`config.mk`:
```
export PLATFORM = sky130hd
export DESIGN_NAME = bus_arbiter
export DESIGN_NICKNAME = d
export VERILOG_FILES = /design/src/rtl/bus_arbiter.sv
export SDC_FILE = /design/constraint.sdc
export NUM_CORES = 1
export LEC_CHECK = 0
export ABC_AREA = 1
export BUFFER_PORTS_ARGS = -buffer_cell sky130_fd_sc_hd__buf_2
export CORE_AREA = 2 2 122 124
export CTS_CLUSTER_SIZE = 14
export DETAILED_ROUTE_END_ITERATION = 8
export DIE_AREA = 0 0 124 126
export GPL_TIMING_DRIVEN = 0
export PLACE_DENSITY = 0.52
export SYNTH_ARGS = -nofsm -noshare
export SYNTH_HDL_FRONTEND = slang
export SYNTH_SLANG_ARGS = --single-unit
```
`constraint.sdc`:
```
create_clock -name clk -period 2.28 [get_ports clk]
set_clock_uncertainty 0.1 [all_clocks]
set_input_delay 0.114 -clock clk [delete_from_list [all_inputs] [get_ports clk]]
set_output_delay 0.114 -clock clk [all_outputs]
set_load 0.05 [all_outputs]
```
`src/rtl/bus_arbiter.sv`:
```
// Two-master round-robin arbiter onto one synchronous-read slave bus.
// Each access is an ADDR cycle (grant) followed by a DATA cycle (ack), with burst capping.
module bus_arbiter_port (
  input  logic        i_own,
  input  logic        i_addr_st,
  input  logic        i_data_st,
  input  logic [31:0] i_s_data,
  output logic        o_gnt,
  output logic        o_ack,
  output logic [31:0] o_data
);
  assign o_gnt  = i_own & i_addr_st;
  assign o_ack  = i_own & i_data_st;
  assign o_data = o_ack ? i_s_data : 32'h0;
endmodule

module bus_arbiter #(
  parameter int MAX_BURST = 4
) (
  input  logic        clk,
  input  logic        reset_ni,
  input  logic        m0_req_i,
  input  logic        m1_req_i,
  input  logic [31:0] m0_addr_i,
  input  logic [31:0] m1_addr_i,
  input  logic        m0_we_i,
  input  logic        m1_we_i,
  input  logic [3:0]  m0_wr_mask_i,
  input  logic [3:0]  m1_wr_mask_i,
  input  logic [31:0] m0_data_i,
  input  logic [31:0] m1_data_i,
  output logic        m0_gnt_o,
  output logic        m1_gnt_o,
  output logic        m0_ack_o,
  output logic        m1_ack_o,
  output logic [31:0] m0_data_o,
  output logic [31:0] m1_data_o,
  output logic [31:0] s_addr_o,
  output logic        s_we_o,
  output logic [3:0]  s_wr_mask_o,
  output logic [31:0] s_data_o,
  input  logic [31:0] s_data_i,
  output logic [1:0]  owner_o
);
  localparam int NM = 2;
  localparam logic [4:0] MAXB = 5'(MAX_BURST);

  typedef enum logic [1:0] {IDLE, ADDR, DATA} state_t;

  state_t     r_state;
  logic       r_owner;
  logic       r_last_owner;
  logic [3:0] r_burst_cnt;

  logic [NM-1:0]       w_req, w_we, w_gnt, w_ack;
  logic [NM-1:0][31:0] w_addr, w_wdata, w_rdata;
  logic [NM-1:0][3:0]  w_mask;
  logic                w_addr_st, w_data_st, w_own_req, w_oth_req, w_stay;
  logic [4:0]          w_cnt_inc;

  assign w_req   = {m1_req_i, m0_req_i};
  assign w_we    = {m1_we_i, m0_we_i};
  assign w_addr  = {m1_addr_i, m0_addr_i};
  assign w_wdata = {m1_data_i, m0_data_i};
  assign w_mask  = {m1_wr_mask_i, m0_wr_mask_i};

  // Ties go to the master that did not own the bus last.
  function automatic logic pick(input logic [1:0] req, input logic last);
    return (req == 2'b11) ? ~last : req[1];
  endfunction

  assign w_addr_st = (r_state == ADDR);
  assign w_data_st = (r_state == DATA);
  assign w_own_req = w_req[r_owner];
  assign w_oth_req = w_req[~r_owner];
  assign w_cnt_inc = {1'b0, r_burst_cnt} + 5'd1;
  assign w_stay    = w_own_req & (~w_oth_req | (w_cnt_inc < MAXB));

  always_ff @(posedge clk or negedge reset_ni) begin
    if (!reset_ni) begin
      r_state      <= IDLE;
      r_owner      <= 1'b0;
      r_last_owner <= 1'b1;
      r_burst_cnt  <= 4'd0;
    end else begin
      case (r_state)
        IDLE: begin
          r_burst_cnt <= 4'd0;
          if (|w_req) begin
            r_owner <= pick(w_req, r_last_owner);
            r_state <= ADDR;
          end
        end
        ADDR: begin
          r_last_owner <= r_owner;
          r_state      <= DATA;
        end
        DATA: begin
          if (w_stay) begin
            r_state <= ADDR;
            // Saturate so an uncontended stream never wraps back under the cap.
            if (r_burst_cnt != 4'hF) r_burst_cnt <= w_cnt_inc[3:0];
          end else if (w_oth_req) begin
            r_owner     <= ~r_owner;
            r_state     <= ADDR;
            r_burst_cnt <= 4'd0;
          end else begin
            r_state     <= IDLE;
            r_burst_cnt <= 4'd0;
          end
        end
        default: r_state <= IDLE;
      endcase
    end
  end

  assign s_addr_o    = w_addr_st ? w_addr[r_owner]  : 32'h0;
  assign s_we_o      = w_addr_st & w_we[r_owner];
  assign s_wr_mask_o = w_addr_st ? w_mask[r_owner]  : 4'h0;
  assign s_data_o    = w_addr_st ? w_wdata[r_owner] : 32'h0;
  assign owner_o     = (w_addr_st | w_data_st) ? (r_owner ? 2'b10 : 2'b01) : 2'b00;

  for (genvar g = 0; g < NM; g++) begin : g_port
    bus_arbiter_port u_port (
      .i_own     (r_owner == 1'(g)),
      .i_addr_st (w_addr_st),
      .i_data_st (w_data_st),
      .i_s_data  (s_data_i),
      .o_gnt     (w_gnt[g]),
      .o_ack     (w_ack[g]),
      .o_data    (w_rdata[g])
    );
  end

  assign m0_gnt_o  = w_gnt[0];
  assign m1_gnt_o  = w_gnt[1];
  assign m0_ack_o  = w_ack[0];
  assign m1_ack_o  = w_ack[1];
  assign m0_data_o = w_rdata[0];
  assign m1_data_o = w_rdata[1];
endmodule

```
# After elaboration in Yosys (flattened, before gate mapping)

Cells that the tools add are included.

Register bits: 8
Bits in latches: 0
Memory bits (writable): 0
Bits in read-only memories: 0
Input port bits: 174
Output and inout port bits: 139
Memories: 0

$add $sub $neg: 1
Multiply operators: 0
Div/mod/pow operators: 0
$lt $le $gt $ge: 3
Equality and inequality tests: 8
Shifts and indexed selects: 0
Mux-type cells: 31
Bitwise gates (word level): 11
Reduce and logical (&&, ||, !) cells: 5

Operator list:

| operator                                           | number |
|---|---|
| 2-to-1 mux 32 bit                                  | 8 |
| 2-to-1 mux 4 bit                                   | 5 |
| 2-to-1 mux 1 bit                                   | 12 |
| case mux 4 bit (2 select lines)                    | 1 |
| AND 1 bit                                          | 6 |
| 2-to-1 mux 2 bit                                   | 3 |
| inequality test 2 bit, second input constant       | 3 |
| case mux 2 bit (3 select lines)                    | 1 |
| adder 4 x 1 -> 5 bit, second input constant        | 1 |
| < comparator 5 x 3 -> 1 bit, second input constant | 1 |
| == test 2 bit, second input constant               | 2 |
| < comparator 1 x 2 -> 1 bit, second input constant | 2 |
| inequality test 4 bit, second input constant       | 1 |
| AND reduction 4 bit                                | 1 |
| inequality test 3 bit, second input constant       | 1 |
| NOT 1 bit                                          | 3 |
| == test 2 x 1 -> 1 bit, second input constant      | 1 |
| zero test 2 bit                                    | 1 |
| OR 1 bit                                           | 2 |
| case mux 1 bit (2 select lines)                    | 1 |
| AND reduction 2 bit                                | 1 |
| nonzero test 2 bit                                 | 1 |
| OR reduction 2 bit                                 | 1 |

# Depth between registers and ports, before layout

Word-level depth: 8
Gate-level depth with buffers: 10
Gate-level depth less buffers: 10

# By module

A second synthesis with hierarchy kept.

Cell total of the unflattened synthesis: 450
Area, all modules: 2,270.9 µm²

Modules (own cells, without submodules):

| module           | times used | cells an instance | area an instance (µm²) | seq. area each (µm²) |
|---|---|---|---|---|
| bus_arbiter      | 1          | 308               | 1,542.7                | 201.4 |
| bus_arbiter_port | 2          | 71                | 364.1                  | 0.0 |

# Worst setup path after synthesis

Ideal clock, no wire load.

Path kind: flip-flop to output port
Start: reg r_state[0]
End: out m1_data_o[10]
Arrival: 1.740 ns
Required time: 2.066 ns
Slack: 0.326 ns
Stages on the path, launching flop included: 6
Path buffers: 1
Path through: dfrtp_1 inv_1 ha_1 nand2_2 buf_1 nor2_1

Word-level cells in the longest chain between the ends: 3

Ends and longest elaborated chain:

| item                   | RTL line | text |
|---|---|---|
| start, declared        | 50       | `state_t r_state;` |
| start signal, assigned | 81       | `r_state <= IDLE;` |
| start signal, assigned | 91       | `r_state <= ADDR;` |
| start signal, assigned | 96       | `r_state <= DATA;` |
| == test 2 bit          | 73       | `assign w_data_st = (r_state == DATA);` |
| AND 1 bit              | 13       | `assign o_ack = i_own & i_data_st;` |
| 2-to-1 mux 32 bit      | 14       | `assign o_data = o_ack ? i_s_data : 32'h0;` |
| end, declared          | 37       | `output logic [31:0] m1_data_o,` |

Every way passes these cells.

# Final worst setup path

Start: reg r_state[1]
End: out s_addr_o[19]

Word-level cells in the longest chain between the ends: 2

Ends and longest elaborated chain:

| item                   | RTL line | text |
|---|---|---|
| == test 2 x 1 -> 1 bit | 72       | `assign w_addr_st = (r_state == ADDR);` |
| 2-to-1 mux 32 bit      | 117      | `assign s_addr_o = w_addr_st ? w_addr[r_owner] : 32'h0;` |
| end, declared          | 38       | `output logic [31:0] s_addr_o,` |

Every way passes these cells.

==> run summary <==
Outcome: finished clean
Synth cell types: 19
R2R Setup Slk: 0.59 ns
Setup violators final: 0
Crit-path max FO: 10
Grt met2 use: 21.23%
Sequential-to-total area share from yosys stat: 12.09%
Max_cap viols: 0
CTS H-Tree Depth: 1
Global-route wire length before repair: 14.33 mm
Yosys warns: 0
HPWL Detailed: 9.011 mm
Predominant post-synthesis flop cell: dfrtp_1
Synth Register Bits: 8
Relative slew slack: 70.67%
Wirelength, routed: 10.53 mm
Area contributors post-synth: a22o_1 (36%), nor2_1 (15%), inv_1 (11%)
Multi-input gate area: 1175 µm²
Fillers: 1641
Die width: 124 µm
Vias: 2978
GR peak layer: met2
Share of cells above drive strength 1: 59.22%
Starting Density: 11.64%
GP Congestion: 0.8092
Final Hold Fails: 0
CP startpoint kind: flop
RR Endpoint: r_burst_cnt[3]$_DFFE_PN0P_
GR Util met1: 15.16%
Core Area: 14310 µm²
Synth Instances: 269
Fin. max-slew vios: 0
Pin count of the biggest net entering global routing: 11
Reg2reg path depth: 8
DR pass1 iterations: 4
Commonest cells in the synthesized netlist: a22o_1 (69), nor2_1 (68), inv_1 (48)
TritonCTS buffer count: 3
Nets: 767
Final worst path period share: 93.46%
Power density cells: 1467 nW/µm²
Peak VDD IR: 516.9 µV
Number of global-route vias before repair: 2652
Slew @ Worst Pin: 0.4353 ns
Minimum clock period: 2.131 ns
Critical path class: flop to output pin
Sequential Area: 201.4 µm²
CTS root buf: clkbuf_16
Die H: 126 µm
Wirelength per Cell: 13.66 µm
Num ports: 313
FP Rows: 44
Syn_area_per_cell: 6.196 µm²
Total GRT Usage: 11.73%
CP arrival: 1.92 ns
Met3 usage: 1.132%
1st-iter DRT viols: 151
Cell Area, Placed: 3458 µm²
Post-synth ARST share: 100.0%
Worst Hold Class: primary input to async pin
Grt ovf: 0
Leakage Power: 2.454 nW
Fmax: 469.3 MHz
Post-route DRC: 0
Final Power: 0.005285 W
Syn_nets: 449
Post-route cell area: 3603 µm²
Final ANT Viol Nets: 0
Total die area: 15620 µm²
Vias/cell: 3.863
Max Root-Sink Buffers: 2
Most frequent cell after synthesis: a22o_1
Area share of the largest cell type after synthesis: 36.26%
Largest area contributor in the netlist: a22o_1
RSZ-0062 raised after global routing: yes
Clock Sinks: 8
Input/output buffers: 312
CTS clk-pin slew, worst paths: 0.04 ns
Post-synth EDFFs: 0
Synthesized cell area: 1667 µm²
Worst path required time: 2.07 ns
TritonCTS clock tree: done
Worst R2R Start: r_state[0]$_DFFE_PN0N_
Latest clock arrival within the worst-skew pair: 0.23 ns
Hold Slack: 0.1500 ns
Util after Layout: 25.17%
Worst setup EP type: output pin
Synth-to-Final Area Change: 116.2%
Initial antenna violation count: 1
-- layer usage --
layer / vias up / wire, µm
met1: 1299 / 4420
met4: 0 / 74
li1: 1543 / -
met5: - / 0
met2: 130 / 5299
met3: 6 / 738
-- area by class of cell --
type,count,area share [%]
timing repair buffer,313,44.79
multi-input combinational,189,32.60
tap,184,6.389
sequential,8,5.590
inverter,51,5.313
buffer,21,3.056
clock buffer,4,2.187
antenna,1,0.06944
-- worst max-delay path: stages (launching register included) --
cell	delay [ns]
dfrtp_1	0.39
inv_1	0.12
ha_1	0.21
nand2_1	0.09
inv_2	0.16
buf_2	0.25
a22o_1	0.19
buf_2	0.27
-- where the power goes --
part / internal [W] / leakage [nW] / switching [W]
registers: 0.000192 / 0.103 / 0.0000325
clock network: 0.000233 / 0.0382 / 0.0000738
logic: 0.00116 / 2.31 / 0.00359
-- registers in the layout (all words and copies together) (netlist names) --
| register | flops |
|---|---|
| r_state | 2 |
| r_last_owner | 1 |
| r_owner | 1 |
| r_burst_cnt | 4 |
-- cells by family after synthesis --
| kind of cell | after synthesis | synth area share (%) |
|---|---|---|
| and+or+nand+nor | 105 | 25.75 |
| AOI/OAI and AO/OA | 78 | 40.09 |
| buffers and inverters | 72 | 17.57 |
| DFF | 8 | 12.09 |
| adders and majority gates | 6 | 4.504 |
-- worst max path at each step --
stage                                 from             to  slack (ns)  cells after the start
finish              r_state[1]$_DFFE_PN0N_   s_addr_o[19]        0.15                      7
global route        r_state[1]$_DFFE_PN0N_    s_data_o[2]      -0.005                      7
CTS                 r_state[0]$_DFFE_PN0N_   m1_data_o[0]        0.02                      6
detailed placement  r_state[0]$_DFFE_PN0N_   m1_data_o[0]        0.27                      6
global placement    r_state[0]$_DFFE_PN0N_   m1_data_o[0]        0.25                      6
floorplan           r_state[0]$_DFFE_PN0N_  m1_data_o[10]        0.33                      5
-- per-stage QoR --
| step | setup TNS (ns) | setup WS (ns) | std cells |
|---|---|---|---|
| 2_1_floorplan | 0 | 0.3257 | 269 |
| 3_3_place_gp | 0 | 0.2480 | 765 |
| 3_5_place_dp | 0 | 0.2726 | 765 |
| 4_1_cts | 0 | 0.01673 | 770 |
| 5_1_grt | -0.02255 | -0.005296 | 770 |
| 6_report | 0 | 0.1492 | 771 |
-- placed cells by master (no fill, tap or decap), types with 5 or more instances in the layout --
| cell type | synthesis | final |
|---|---|---|
| buf_2 | 18 | 311 |
| a22o_1 | 69 | 69 |
| nor2_1 | 68 | 68 |
| inv_1 | 48 | 48 |
| nand2_1 | 21 | 21 |
| clkbuf_4 | 0 | 19 |
| nand3_1 | 8 | 8 |
| dfrtp_1 | 7 | 7 |
| o21ai_0 | 6 | 6 |
| ha_1 | 6 | 5 |
-- repair_timing --
action                                  CTS  global route
endpoints found under the hold margin     8             0
gates resized for setup                   0            23
buffers inserted                          0             0
endpoints found under the setup margin    0            42
hold buffers                              1             0
(Power assumes the default switching activity.)
